[src/rtl/bootrom_arbiter.sv]
// Boot ROM arbiter: round-robin shares one ROM port between the CPU and the SPI loader.
// Writes are confined to the patch window [PATCH_BASE, LAST_ADDR] until the patch lock is set.
module bootrom_arbiter #(
    parameter logic [3:0] LAST_ADDR  = 4'hB,
    parameter logic [3:0] PATCH_BASE = 4'h8
) (
    input  logic        romclk,
    input  logic        rst,
    input  logic        cpu_req,
    input  logic        cpu_we,
    input  logic [3:0]  cpu_addr,
    input  logic [15:0] cpu_wdata,
    output logic        cpu_ack,
    output logic        cpu_err,
    output logic [15:0] cpu_rdata,
    input  logic        spi_req,
    input  logic        spi_we,
    input  logic [3:0]  spi_addr,
    input  logic [15:0] spi_wdata,
    output logic        spi_ack,
    output logic        spi_err,
    output logic [15:0] spi_rdata,
    input  logic        cpu_lock,
    output logic        rom_cs,
    output logic        rom_we,
    output logic [3:0]  rom_addr,
    output logic [15:0] rom_din,
    input  logic [15:0] rom_dout,
    output logic        busy
);

    typedef enum logic [1:0] {StIdle, StAccess, StResp} state_e;

    state_e      r_state;
    logic        r_last_spi;
    logic        r_lock;
    logic        r_gnt_spi;
    logic        r_rom_cs;
    logic        r_rom_we;
    logic [3:0]  r_rom_addr;
    logic [15:0] r_rom_din;
    logic        r_cpu_ack;
    logic        r_cpu_err;
    logic [15:0] r_cpu_rdata;
    logic        r_spi_ack;
    logic        r_spi_err;
    logic [15:0] r_spi_rdata;
    logic        r_busy;

    logic        w_any_req;
    logic        w_gnt_spi;
    logic        w_we;
    logic [3:0]  w_addr;
    logic [15:0] w_wdata;
    logic        w_illegal;

    // SPI wins only when alone or when the CPU was served last.
    assign w_any_req = cpu_req | spi_req;
    assign w_gnt_spi = spi_req & (~cpu_req | ~r_last_spi);
    assign w_we      = w_gnt_spi ? spi_we    : cpu_we;
    assign w_addr    = w_gnt_spi ? spi_addr  : cpu_addr;
    assign w_wdata   = w_gnt_spi ? spi_wdata : cpu_wdata;
    assign w_illegal = (w_addr > LAST_ADDR) | (w_we & ((w_addr < PATCH_BASE) | r_lock));

    always_ff @(posedge romclk or posedge rst) begin
        if (rst) begin
            r_state     <= StIdle;
            r_last_spi  <= 1'b1;
            r_lock      <= 1'b0;
            r_gnt_spi   <= 1'b0;
            r_rom_cs    <= 1'b0;
            r_rom_we    <= 1'b0;
            r_rom_addr  <= '0;
            r_rom_din   <= '0;
            r_cpu_ack   <= 1'b0;
            r_cpu_err   <= 1'b0;
            r_cpu_rdata <= '0;
            r_spi_ack   <= 1'b0;
            r_spi_err   <= 1'b0;
            r_spi_rdata <= '0;
            r_busy      <= 1'b0;
        end else begin
            r_lock <= r_lock | cpu_lock;
            unique case (r_state)
                StIdle: begin
                    if (w_any_req) begin
                        r_gnt_spi  <= w_gnt_spi;
                        r_last_spi <= w_gnt_spi;
                        r_busy     <= 1'b1;
                        if (w_illegal) begin
                            // Rejected without touching the ROM; respond next cycle.
                            r_state <= StResp;
                            if (w_gnt_spi) begin
                                r_spi_ack <= 1'b1;
                                r_spi_err <= 1'b1;
                            end else begin
                                r_cpu_ack <= 1'b1;
                                r_cpu_err <= 1'b1;
                            end
                        end else begin
                            r_state    <= StAccess;
                            r_rom_cs   <= 1'b1;
                            r_rom_we   <= w_we;
                            r_rom_addr <= w_addr;
                            r_rom_din  <= w_wdata;
                        end
                    end
                end
                StAccess: begin
                    r_state  <= StResp;
                    r_rom_cs <= 1'b0;
                    r_rom_we <= 1'b0;
                    if (r_gnt_spi) begin
                        r_spi_ack <= 1'b1;
                        if (!r_rom_we) r_spi_rdata <= rom_dout;
                    end else begin
                        r_cpu_ack <= 1'b1;
                        if (!r_rom_we) r_cpu_rdata <= rom_dout;
                    end
                end
                StResp: begin
                    r_state   <= StIdle;
                    r_busy    <= 1'b0;
                    r_cpu_ack <= 1'b0;
                    r_cpu_err <= 1'b0;
                    r_spi_ack <= 1'b0;
                    r_spi_err <= 1'b0;
                end
                default: r_state <= StIdle;
            endcase
        end
    end

    assign cpu_ack   = r_cpu_ack;
    assign cpu_err   = r_cpu_err;
    assign cpu_rdata = r_cpu_rdata;
    assign spi_ack   = r_spi_ack;
    assign spi_err   = r_spi_err;
    assign spi_rdata = r_spi_rdata;
    assign rom_cs    = r_rom_cs;
    assign rom_we    = r_rom_we;
    assign rom_addr  = r_rom_addr;
    assign rom_din   = r_rom_din;
    assign busy      = r_busy;

endmodule

[config.mk]
export PLATFORM = sky130hd
export DESIGN_NAME = bootrom_arbiter
export DESIGN_NICKNAME = d
export VERILOG_FILES = /design/src/rtl/bootrom_arbiter.sv
export SDC_FILE = /design/constraint.sdc
export NUM_CORES = 1
export LEC_CHECK = 0
export BUFFER_PORTS_ARGS = -buffer_cell sky130_fd_sc_hd__buf_4
export CAP_MARGIN = 40
export CORE_MARGIN = 5
export CORE_UTILIZATION = 44
export CTS_BUF_LIST = sky130_fd_sc_hd__clkbuf_8
export DETAILED_ROUTE_END_ITERATION = 16
export GPL_TIMING_DRIVEN = 0
export PLACE_DENSITY_LB_ADDON = 0.1
export SYNTH_ARGS = -nofsm -noshare
export SYNTH_HDL_FRONTEND = slang
export SYNTH_SLANG_ARGS = --single-unit
[constraint.sdc]
create_clock -name romclk -period 2.1 [get_ports romclk]
set_clock_uncertainty 0.1 [all_clocks]
set_input_delay 0.42 -clock romclk [delete_from_list [all_inputs] [get_ports romclk]]
set_output_delay 0.42 -clock romclk [all_outputs]
set_load 0.03 [all_outputs]
=== After elaboration in Yosys (flattened, before gate mapping) ===
Cells that the tools add are included.

* Logic and storage cells: 78
* Output and inout bits: 59
* Input bits: 63
* Register bits after elaboration: 64

* Equal/unequal tests: 9
* Bitwise logic cells: 12
* Order comparisons: 2
* Reductions and logical operators: 14
* Multiplexer cells: 26

{| class="wikitable"
|+ Operator list
! operator !! number
|-
| two-way mux 16 bit || 1
|-
| two-way mux 1 bit || 14
|-
| inequality test 2 bit (second input constant) || 7
|-
| AND reduction 3 bit || 4
|-
| one-hot mux 1 bit (2 select lines) || 5
|-
| AND reduction 5 bit || 2
|-
| AND reduction 4 bit || 2
|-
| one-hot mux 1 bit (3 select lines) || 2
|-
| inverter 1 bit || 5
|-
| OR 1 bit || 5
|-
| greater-than comparator 4 bit (second input constant) || 1
|-
| < comparator 4 bit (second input constant) || 1
|-
| two-way mux 2 bit || 2
|-
| two-way mux 4 bit || 1
|-
| one-hot mux 2 bit (2 select lines) || 1
|-
| AND reduction 2 bit || 2
|-
| nonzero test 2 bit || 2
|-
| nonzero test 3 bit || 1
|-
| bitwise AND 1 bit || 2
|-
| equality test 2 x 1 -> 1 bit (second input constant) || 1
|-
| equality test 2 bit (second input constant) || 1
|-
| logical NOT 2 bit || 1
|}

=== Logic depth before layout (Yosys ltp) ===
* Word-level depth: 11
* Gate-level depth with buffers: 7
* Gate-level depth less buffers: 6

=== Least setup slack after synthesis ===
OpenSTA, ideal clock, no wires.

* Kind: register -> register
* Start point: reg r_state[1]
* End point: reg r_cpu_rdata[0] (netlist: cpu_rdata[0])
* Stages on the path, launching flop included: 7
* Library setup time: 0.125 ns
* Arrival: 1.665 ns
* Data required time: 1.875 ns
* Clock period less this slack: 1.890 ns
* Buffers on the path: 1
* Slack: 0.210 ns
* Cell sequence: dfrtp_1 > inv_1 > ha_1 > inv_1 > nor3_2 > buf_2 > mux2_2

* Longest elaborated chain between the ends: 2

{| class="wikitable"
|+ Ends and longest elaborated chain
! element !! RTL line !! text
|-
| start: declaration || 34 || <nowiki>state_e r_state;</nowiki>
|-
| start signal: assignment || 67 || <nowiki>r_state <= StIdle;</nowiki>
|-
| start signal: assignment || 92 || <nowiki>r_state <= StResp;</nowiki>
|-
| start signal: assignment || 101 || <nowiki>r_state <= StAccess;</nowiki>
|-
| equality test 2 x 1 -> 1 bit || 84 || <nowiki>unique case (r_state)</nowiki>
|-
| AND reduction 3 bit (no line) || n/a ||
|-
| end signal: assignment || 118 || <nowiki>if (!r_rom_we) r_cpu_rdata <= rom_dout;</nowiki>
|-
| end: declaration || 44 || <nowiki>logic [15:0] r_cpu_rdata;</nowiki>
|}

No other way between the ends.
A chain may end at the register's enable or synchronous reset.

=== Worst setup path in the final report ===
* Start point: reg r_state[1]
* End point: reg r_cpu_rdata[1] (netlist: cpu_rdata[1])

Same word-level chain as after synthesis.

==> flow_summary_export.csv <==
group,metric,value,unit
power_and_ir_drop,pwr-share-clk,19.2,%
route,drt.antenna.violating_nets,0,
floorplan,pin_count,122,
sta,period_share,94.15,%
route,wl,6.863,mm
sta,slew_headroom,62.14,%
global_route,antenna_found_initial,0,
worst_setup_path,worstPathArrival,2.09,ns
sta,hold_viol,0,
floorplan,die_w,89.99,um
sta,final_max_slew_viol_count,0,
route,wl_per_cell,15.18,um
floorplan,die_h,89.99,um
power_and_ir_drop,ir_drop,0.9022,mV
synthesis,synth.net_count,298,
route,detailroute.via_count,2252,
worst_setup_path,worstPathCellList,"inv_1, ha_1, inv_1, nor3_4, buf_6, mux2_2",
route,first_iter_violations,45,
placed_design,place.gp.congestion,0.8062,
cts,cts-buffers-inserted,9,
synthesis,ys_ff_latch,64,
sta,hold_slack,0.04319,ns
worst_setup_path,cp-end-kind,"flop",
cts,clk_pin_slew,0.07,ns
floorplan,initial_utilization,44.85,%
worst_setup_path,cp.required,2.21,ns
worst_setup_path,path_common_cell,"inv_1",
floorplan,die-area,0.008098,mm2
power_and_ir_drop,powerDensity,1639,mW/mm2
cts,cts_tree,"done",
floorplan,rows,29,
sta,clock.fmax,505.8,MHz
power_and_ir_drop,power.leakage,0.002040,uW
worst_setup_path,crit_fanout,10,
global_route,grt_usage,17.66,%
global_route,grt_first_pass_wirelength,11.70,mm
status,status,"completed",
cts,root_buffer,"clkbuf_8",
cells_and_area,area_growth,48.40,%
global_route,grt_pass1_vias,2326,
placed_design,place_hpwl,5.338,mm
synthesis,yosys_warnings,0,
route,viasPerCell,4.982,
floorplan,fp.coreArea,0.006277,mm2
worst_setup_path,cpMaxStageDelayCell,"dfrtp_1",
worst_setup_path,crit_path_start_kind,"flop",
cts,clockBufferDepth,2,
cts,cts_hold_buf,0,
sta,finalCriticalPeriod,1.977,ns
power_and_ir_drop,swShare,40.94,%
synthesis,seq_area_frac_synth,56.93,%
route,firstDrtPassIters,4,
global_route,grt_overflow,0,
job,drv_cap,0,
cts,clock-sinks,64,
sta,finalSetupViolations,0,
synthesis,avgSynthCellArea,12.13,um2
route,drc,0,
power_and_ir_drop,p_sw,2803,uW
power_and_ir_drop,seqPwrFrac,31.6,%
global_route,grt_max_degree,24,
power_and_ir_drop,pwr-share-comb,49.2,%
synthesis,syn-cell-area,0.002815,mm2
cells_and_area,n_antenna_cell,0,
cells_and_area,layout-drive-gt1-share,51.20,%
power_and_ir_drop,p_total,6845,uW
synthesis,synth_cell_types,32,
min_path,hp-class,"primary input to asynchronous set/reset pin",
worst_setup_path,cpPeakStageDelay,0.38,ns
placed_design,portBuffers,121,
sta,worst-slew-pin-transition,0.5668,ns
cts,clk_latency,0.33,ns
power_and_ir_drop,intPower,4043,uW
cts,cts_max_level,3,
worst_setup_path,critPathKind,"flop to flop",
cells_and_area,final_nets,436,
synthesis,syn_inst,232,
==> cell type report <==
cell class / count / area (um2)
Sequential cell: 64 / 1603
Timing Repair Buffer: 127 / 993.5
Clock inverter: 6 / 113.9
Multi-Input combinational cell: 147 / 1127
Inverter: 10 / 41.29
Clock buffer: 10 / 137.6
Buffer: 11 / 65.06
Fill cell: 526 / 2100
Tap cell: 77 / 96.34
==> cells by family (layout without fill, tap and decap cells) <==
| logic type | Yosys count | after routing | synth area share, % |
|---|---|---|---|
| muxes | 57 | 57 | 21.73 |
| DFF | 64 | 64 | 56.93 |
| buffers and inverters | 21 | 164 | 3.378 |
| adders and majority gates | 3 | 3 | 1.333 |
| and+or+nand+nor | 43 | 43 | 6.845 |
| AOI/OAI and AO/OA | 44 | 44 | 9.777 |
==> critical path, delay by kind of cell (launching register included) <==
family / cells / cell delay [ns]
buffers and inverters: 3 / 0.44
adder cells (fa/ha/maj): 1 / 0.22
AND/OR/NAND/NOR: 1 / 0.36
multiplexers: 1 / 0.35
flip-flops: 1 / 0.38
==> per-stage QoR <==
stage                     std cells  area [um2]  setup WS (ns)  utilization, %  setup TNS [ns]
final                           452        4178         0.1228           66.55               0
after global routing            452        4178      -0.006766           66.55        -0.01376
after CTS                       448        4140        0.06880           65.96               0
after detailed placement        432        3879        -0.1709           61.79          -1.769
after global placement          430        3824        -0.1653           60.91          -1.636
after floorplan                 232        2819         0.2099               -               0
==> routing by layer <==
metal / vias up / share of wire (%) / track usage (%)
met5: - / 0 / 0
met4: 0 / 1.7 / 7.072
met3: 10 / 6.1 / 5.259
met2: 69 / 49 / 28.84
met1: 1084 / 43 / 21.90
li1: 1089 / - / -
==> worst paths after layout <==
kind | slack, ns | depth (start not counted) | startpoint | endpoint
worst max-delay path | 0.12 | 6 | r_state[1]$_DFFE_PP0N_ | cpu_rdata[1]$_DFFE_PP0P_
worst min-delay path | 0.04 | 2 | rst | rom_addr[0]$_DFFE_PP0P_
worst max register to register | 0.12 | 6 | r_state[1]$_DFFE_PP0N_ | cpu_rdata[1]$_DFFE_PP0P_
worst min register to register | 0.38 | 2 | rom_din[0]$_DFFE_PP0P_ | rom_din[0]$_DFFE_PP0P_
max in group asynchronous | 1.30 | 3 | rst | r_last_spi$_DFFE_PP1P_
min in group romclk | 0.17 | 2 | cpu_req | r_last_spi$_DFFE_PP1P_
==> cell usage in the layout, fill, tap and decap left out, drive strengths merged <==
cell type,n
buf,135
dfrtp,63
mux2,33
nand2,31
mux2i,24
o21ai,22
clkbuf,13
inv,10
a21oi,5
nand2b,4
a31oi,4
clkinvlp,3
ha,3
bufinv,3
a21boi,3
nor2,2
o221ai,2
o211ai,2
or2,2
nand3b,1
o2111ai,1
nor3,1
nand4,1
nor3b,1
a211o,1
a221o,1
o31ai,1
o22ai,1
a22o,1
dfstp,1
==> cells in the mapped netlist <==
library cell  count  share of area, %
a221o_1           1              0.36
buf_2             7               1.2
o2111ai_2         1              0.53
nand2b_1          4              0.89
buf_6             1              0.40
o31ai_1           1              0.27
nand2_1          31               4.1
a211o_1           1              0.31
nand3b_1          1              0.27
a31oi_1           4              0.89
a21oi_1           5              0.89
dfstp_2           1              0.93
o22ai_1           1              0.22
mux2_2           33                13
nand4_1           1              0.22
o211ai_1          2              0.53
o21ai_1           1              0.18
clkbuf_1          3              0.40
a22o_1            1              0.31
o21ai_0          21               3.7
or2_2             1              0.22
ha_1              3               1.3
dfrtp_1          63                56
or2_1             1              0.22
o221ai_1          2              0.62
a21boi_0          2              0.53
nor2_1            2              0.27
nor3b_1           1              0.27
mux2i_1          24               8.5
nor3_2            1              0.36
a21boi_2          1              0.40
inv_1            10               1.3
==> flip-flops by register name, indices dropped and copies added, names as in the netlist <==
name,count
rom_din,16
rom_cs,1
cpu_err,1
cpu_rdata,16
cpu_ack,1
spi_err,1
spi_ack,1
busy,1
r_gnt_spi,1
r_lock,1
r_last_spi,1
rom_addr,4
r_state,2
rom_we,1
spi_rdata,16
==> power groups by stage <==
stage | clock, uW | combinational [uW] | sequential, uW
after floorplan | 0 | 1000 | 3260
after global placement | 0 | 3330 | 2160
after detailed placement | 0 | 3380 | 2180
after CTS | 1340 | 3390 | 2170
after global routing | 1400 | 3620 | 2250
final | 1310 | 3370 | 2160
==> timing repair <==
item	in CTS	in global routing
pin swaps	0	1
setup buffers	0	4
gates cloned	0	0
endpoints found under the setup margin	20	15
resized for setup	3	2
Power figures use the tool's default switching activity.
